--- src/rtl/legv8_pkg.sv ---
// Shared LEGv8 front-end types and constants.
// Holds the address/instruction widths, the PC step and the fetch entry layout.
package legv8_pkg;

    localparam int ADDR_W  = 64;
    localparam int INSTR_W = 32;

    localparam logic [ADDR_W-1:0] PC_INC = 64'd4;

    typedef struct packed {
        logic [ADDR_W-1:0]  pc;
        logic [INSTR_W-1:0] instr;
    } fetch_entry_t;

endpackage

--- src/rtl/fetch_fifo.sv ---
// DEPTH-entry synchronous FIFO of fetch entries with flush.
// Ports: clk_i, rst_ni, push_i, pop_i, flush_i, din_i -> count_o, head_o.
module fetch_fifo
    import legv8_pkg::*;
#(
    parameter int DEPTH = 4,
    localparam int CW = $clog2(DEPTH + 1),
    localparam int PW = $clog2(DEPTH)
) (
    input  logic          clk_i,
    input  logic          rst_ni,
    input  logic          push_i,
    input  logic          pop_i,
    input  logic          flush_i,
    input  fetch_entry_t  din_i,
    output logic [CW-1:0] count_o,
    output fetch_entry_t  head_o
);

    fetch_entry_t  mem_q [DEPTH];
    logic [PW-1:0] wr_q, wr_d;
    logic [PW-1:0] rd_q, rd_d;
    logic [CW-1:0] cnt_q, cnt_d;

    // Flush wins over everything; DEPTH is a power of two so the
    // pointers wrap naturally.
    always_comb begin
        wr_d  = wr_q;
        rd_d  = rd_q;
        cnt_d = cnt_q;
        if (flush_i) begin
            wr_d  = '0;
            rd_d  = '0;
            cnt_d = '0;
        end else begin
            if (push_i) wr_d = wr_q + PW'(1);
            if (pop_i)  rd_d = rd_q + PW'(1);
            if (push_i && !pop_i)
                cnt_d = cnt_q + CW'(1);
            else if (pop_i && !push_i)
                cnt_d = cnt_q - CW'(1);
        end
    end

    always_ff @(posedge clk_i or negedge rst_ni) begin
        if (!rst_ni) begin
            wr_q  <= '0;
            rd_q  <= '0;
            cnt_q <= '0;
        end else begin
            wr_q  <= wr_d;
            rd_q  <= rd_d;
            cnt_q <= cnt_d;
        end
    end

    // Storage needs no reset: count gates every read.
    always_ff @(posedge clk_i) begin
        if (push_i && !flush_i)
            mem_q[wr_q] <= din_i;
    end

    assign count_o = cnt_q;
    assign head_o  = mem_q[rd_q];

endmodule

--- src/rtl/instr_fetch_queue.sv ---
// Fetch stage: owns the fetch PC, reads imem, queues {pc,instr} pairs.
// Ports: CLOCK/RESET_N, IMEM_ADDR/DATA, BRANCH_*, INSTR_* handshake, OCCUPANCY.
module instr_fetch_queue
    import legv8_pkg::*;
#(
    parameter int          DEPTH    = 4,
    parameter logic [63:0] RESET_PC = 64'h0,
    localparam int CW = $clog2(DEPTH + 1)
) (
    input  logic               CLOCK,
    input  logic               RESET_N,
    output logic [ADDR_W-1:0]  IMEM_ADDR,
    input  logic [INSTR_W-1:0] IMEM_DATA,
    input  logic               BRANCH_TAKEN,
    input  logic [ADDR_W-1:0]  BRANCH_TARGET,
    output logic               INSTR_VALID,
    output logic [INSTR_W-1:0] INSTRUCTION,
    output logic [ADDR_W-1:0]  INSTR_PC,
    input  logic               INSTR_READY,
    output logic [CW-1:0]      OCCUPANCY
);

    localparam logic [CW-1:0] FULL = CW'(DEPTH);

    logic [ADDR_W-1:0] pc_q, pc_d;
    logic [CW-1:0]     count;
    fetch_entry_t      head;
    fetch_entry_t      din;
    logic              valid;
    logic              pop;
    logic              push;

    assign valid = (count != '0);
    assign pop   = valid && INSTR_READY;

    // A full queue still accepts a word when the head leaves this cycle.
    // Redirect suppresses the push but not the pop: the core has
    // already taken that head.
    assign push  = !BRANCH_TAKEN && ((count < FULL) || pop);

    assign din.pc    = pc_q;
    assign din.instr = IMEM_DATA;

    always_comb begin
        pc_d = pc_q;
        if (BRANCH_TAKEN)
            pc_d = BRANCH_TARGET & ~64'd3;
        else if (push)
            pc_d = pc_q + PC_INC;
    end

    always_ff @(posedge CLOCK or negedge RESET_N) begin
        if (!RESET_N)
            pc_q <= RESET_PC;
        else
            pc_q <= pc_d;
    end

    fetch_fifo #(
        .DEPTH (DEPTH)
    ) u_fifo (
        .clk_i   (CLOCK),
        .rst_ni  (RESET_N),
        .push_i  (push),
        .pop_i   (pop),
        .flush_i (BRANCH_TAKEN),
        .din_i   (din),
        .count_o (count),
        .head_o  (head)
    );

    assign IMEM_ADDR   = pc_q;
    assign INSTR_VALID = valid;
    assign INSTRUCTION = valid ? head.instr : '0;
    assign INSTR_PC    = valid ? head.pc : '0;
    assign OCCUPANCY   = count;

endmodule

--- config.mk ---
export PLATFORM = sky130hd
export DESIGN_NAME = instr_fetch_queue
export DESIGN_NICKNAME = d
export VERILOG_FILES = /design/src/rtl/legv8_pkg.sv /design/src/rtl/fetch_fifo.sv /design/src/rtl/instr_fetch_queue.sv
export SDC_FILE = /design/constraint.sdc
export NUM_CORES = 1
export LEC_CHECK = 0
export CORE_MARGIN = 10
export CORE_UTILIZATION = 45
export CTS_CLUSTER_SIZE = 28
export DETAILED_ROUTE_END_ITERATION = 8
export DONT_BUFFER_PORTS = 1
export GPL_TIMING_DRIVEN = 0
export PLACE_DENSITY_LB_ADDON = 0.12
export SLEW_MARGIN = 20
export SYNTH_ARGS = -nofsm -noshare
export SYNTH_HDL_FRONTEND = slang
export SYNTH_SLANG_ARGS = --single-unit
--- constraint.sdc ---
create_clock -name CLOCK -period 3.4 [get_ports CLOCK]
set_input_delay 0.68 -clock CLOCK [delete_from_list [all_inputs] [get_ports CLOCK]]
set_output_delay 0.68 -clock CLOCK [all_outputs]
set_load 0.05 [all_outputs]
==> qor.csv <==
metric;value;unit
run status;finished, final reports clean;
buffer and inverter count on the worst path;3;
Max Slew Vio Count;0;
sequential fraction of the synthesis area;0.708;
delay-heaviest family, CP;buffers and inverters;
Data required, critical path;2.72;ns
area enclosed by the die boundary;49400;um2
Die Span Y;222;um
relative slew slack;0.433;
Place WS;-0.552;ns
Rows;74;
cell count after synthesis;1099;
global route total overflow;0;
mapped cell area;18400;um2
classification of the worst setup path;flop to output port;
ys async rst share;0.155;
number of setup violations in the final report;0;
Synth Area per Inst;16.7;um2
largest net degree at the start of global routing;70;
Critical Path Fanout Max;10;
vias in the first global route;10300;
last weighted congestion value of the routability-driven placer;0.828;
Non-Filler Instances;1738;
Critical Path AT;2.63;ns
number of sinks driven by the clock tree;445;
Final Hold Fails;0;
total clock buffers created by CTS;48;
Top FF cell, synth;edfxtp_1;
drt first pass iters;5;
number of DRC markers after the initial detailed-route iteration;809;
Setup WS post-layout;0.0910;ns
cell chosen for the clock root;clkbuf_16;
starting density of the core;0.453;
die boundary width;222;um
area overhead of the layout relative to synthesis;14.3;%
number of flops mapped to enable cells by yosys;376;
Port Buffer Count;0;
IO Pins;264;
largest buffer count on any clock path;3;
post-DR vias/cell;5.73;
total number of nets in the final design;1265;
final worst path period need;3.31;ns
peak clock frequency supported by timing;302;MHz
clock edge transition at the registers on the reported setup and hold paths;0.06;ns
type of origin of the critical path;flop;
CTS H-tree lvls;2;
detailed-route via count;9966;
Critical Path, Cell by Cell;clkbuf_1 > clkbuf_8 > buf_2 > mux4_2 > and2_1;
total global-route track usage;0.188;
slew at the pin closest to its max-slew limit;0.851;ns
global-route wire length before repair;69900;um
fraction of layout cells with a size suffix above 1;0.227;
post-route ant nets;0;
worst min-delay path category;primary input to flop;
Synth cell types;54;
DRC Markers;0;
power density normalized to cell area;837;nW/um2
CTS tree;done;
number of post-CTS setup repair buffers;0;
overall routed net length;47500;um
portion of the clock cycle consumed by the worst path in the final layout;0.973;
Layout Skew;0.0251;ns
detailed-placement wirelength estimate;31900;um
maximum cell stage delay along the critical path;0.48;ns
Yosys reg bits;445;
worst-path cell with the longest stage delay;and2_1;
clock latency of the later-clocked register in the worst-skew pair;0.58;ns
area of the core region;40600;um2
static leakage;6.72;nW
Critical Path Sink Type;output port;
number of fillers in the final layout;3328;
Maximum Capacitance Violations;0;
Placed Cells incl. Taps;1642;
unrepaired setup endpoints after global routing;false;
Worst VDD drop;0.451;mV
WL/cell;27.3;um
yosys warns;0;
antenna violations before repair;12;
cell type report:
type / instances / area [um2] / area share
Antenna cell: 10 / 25.0 / 0.00119
Buffer: 63 / 345 / 0.0164
Clock buffer: 66 / 1290 / 0.0613
Clock inverter: 21 / 230 / 0.0109
Inverter: 7 / 26.3 / 0.00125
Multi-Input combinational cell: 584 / 5180 / 0.246
Sequential cell: 445 / 13000 / 0.620
Tap cell: 532 / 666 / 0.0316
Timing Repair Buffer: 10 / 228 / 0.0108
synth_stat cells (9+ instances only):
master / instances / area [um2]
a31oi_1: 13 / 81.3
and2_1: 98 / 613
and3_1: 12 / 75.1
and4_1: 10 / 87.6
buf_1: 15 / 56.3
clkbuf_1: 44 / 165
dfrtp_1: 69 / 1730
edfxtp_1: 376 / 11300
mux4_2: 94 / 2120
nand2_1: 72 / 270
nand3_1: 30 / 150
nand4_1: 18 / 113
nor2_1: 27 / 101
nor2b_1: 9 / 56.3
nor3_1: 12 / 60.1
nor4_1: 19 / 119
o21ai_0: 48 / 240
or3_1: 10 / 62.6
xnor2_1: 25 / 219
xor2_1: 12 / 105
path summary, 6_finish.rpt:
path,from,end,slack [ns],cells past startpoint
worst max-delay path,u_fifo.rd_q[1],INSTR_PC[8],0.09,5
worst min-delay path,IMEM_DATA[14],u_fifo.mem_q[2][14],0.19,0
worst max register to register,IMEM_ADDR[18],IMEM_ADDR[62],0.19,8
worst min register to register,u_fifo.wr_q[1],u_fifo.wr_q[1],0.58,2
max in group asynchronous,RESET_N,IMEM_ADDR[59],2.39,2
min in group asynchronous,RESET_N,IMEM_ADDR[20],0.64,2
stage by stage:
| step | TNS [ns] | instance area, um2 | hold slack, ns | utilization | power (mW) |
|---|---|---|---|---|---|
| global route | 0 | 21000 | 0.161 | 0.517 | 18.3 |
| CTS | 0 | 21000 | 0.150 | 0.516 | 17.8 |
| global placement | -659.10 | 19100 | 0.389 | 0.469 | 12.5 |
| detailed placement | -115.41 | 19300 | 0.388 | 0.474 | 12.6 |
| floorplan | 0 | 18400 | 0.384 | - | 11.5 |
| finish | 0 | 21000 | 0.190 | 0.517 | 17.6 |
power by group:
part,switching (mW),leakage (nW),internal (mW)
registers,0.708,4.25,6.65
logic,3.75,1.73,1.39
clock network,2.07,0.736,3.03
state kept, by name (all words and copies together) (netlist names):
| register | flops |
|---|---|
| u_fifo.count_o | 3 |
| u_fifo.rd_q | 2 |
| u_fifo.mem_q | 376 |
| u_fifo.wr_q | 2 |
| IMEM_ADDR | 62 |
layer usage:
| metal | vias up | global-route usage | part of all wire |
|---|---|---|---|
| met1 | 5178 | 0.233 | 0.40 |
| met3 | 74 | 0.0756 | 0.093 |
| met5 | - | 0 | 0.00078 |
| met2 | 270 | 0.294 | 0.48 |
| li1 | 4438 | - | - |
| met4 | 6 | 0.0682 | 0.025 |
layout by cell type (no fill, tap or decap), types with 18 or more instances in the layout:
cell type,n
mux4_2,94
xnor2_1,25
clkbuf_16,49
nor4_1,18
dfrtp_1,51
dfrtp_2,18
nand4_1,18
clkbuf_1,49
and2_2,45
nand3_1,30
and2_1,53
nand2_1,72
o21ai_0,48
edfxtp_1,376
nor2_1,27
kinds of logic (layout without fill, tap and decap cells):
family / count (synthesis) / after routing / share of synthesized area
mux: 98 / 98 / 0.117
buf+inv: 73 / 167 / 0.0163
compound gates: 95 / 95 / 0.0317
simple gates: 344 / 344 / 0.105
flops: 445 / 445 / 0.708
other cells: 1 / 14 / 0.000204
fa+ha+maj: 6 / 6 / 0.00449
xor+xnor: 37 / 37 / 0.0176
what timing repair did:
action / CTS / global route
hold endpoints to repair: 69 / 0
pin swaps: 0 / 0
hold buffers: 2 / 0
gates resized for setup: 82 / 30
endpoints found under the setup margin: 100 / 99
(Power assumes the default switching activity.)
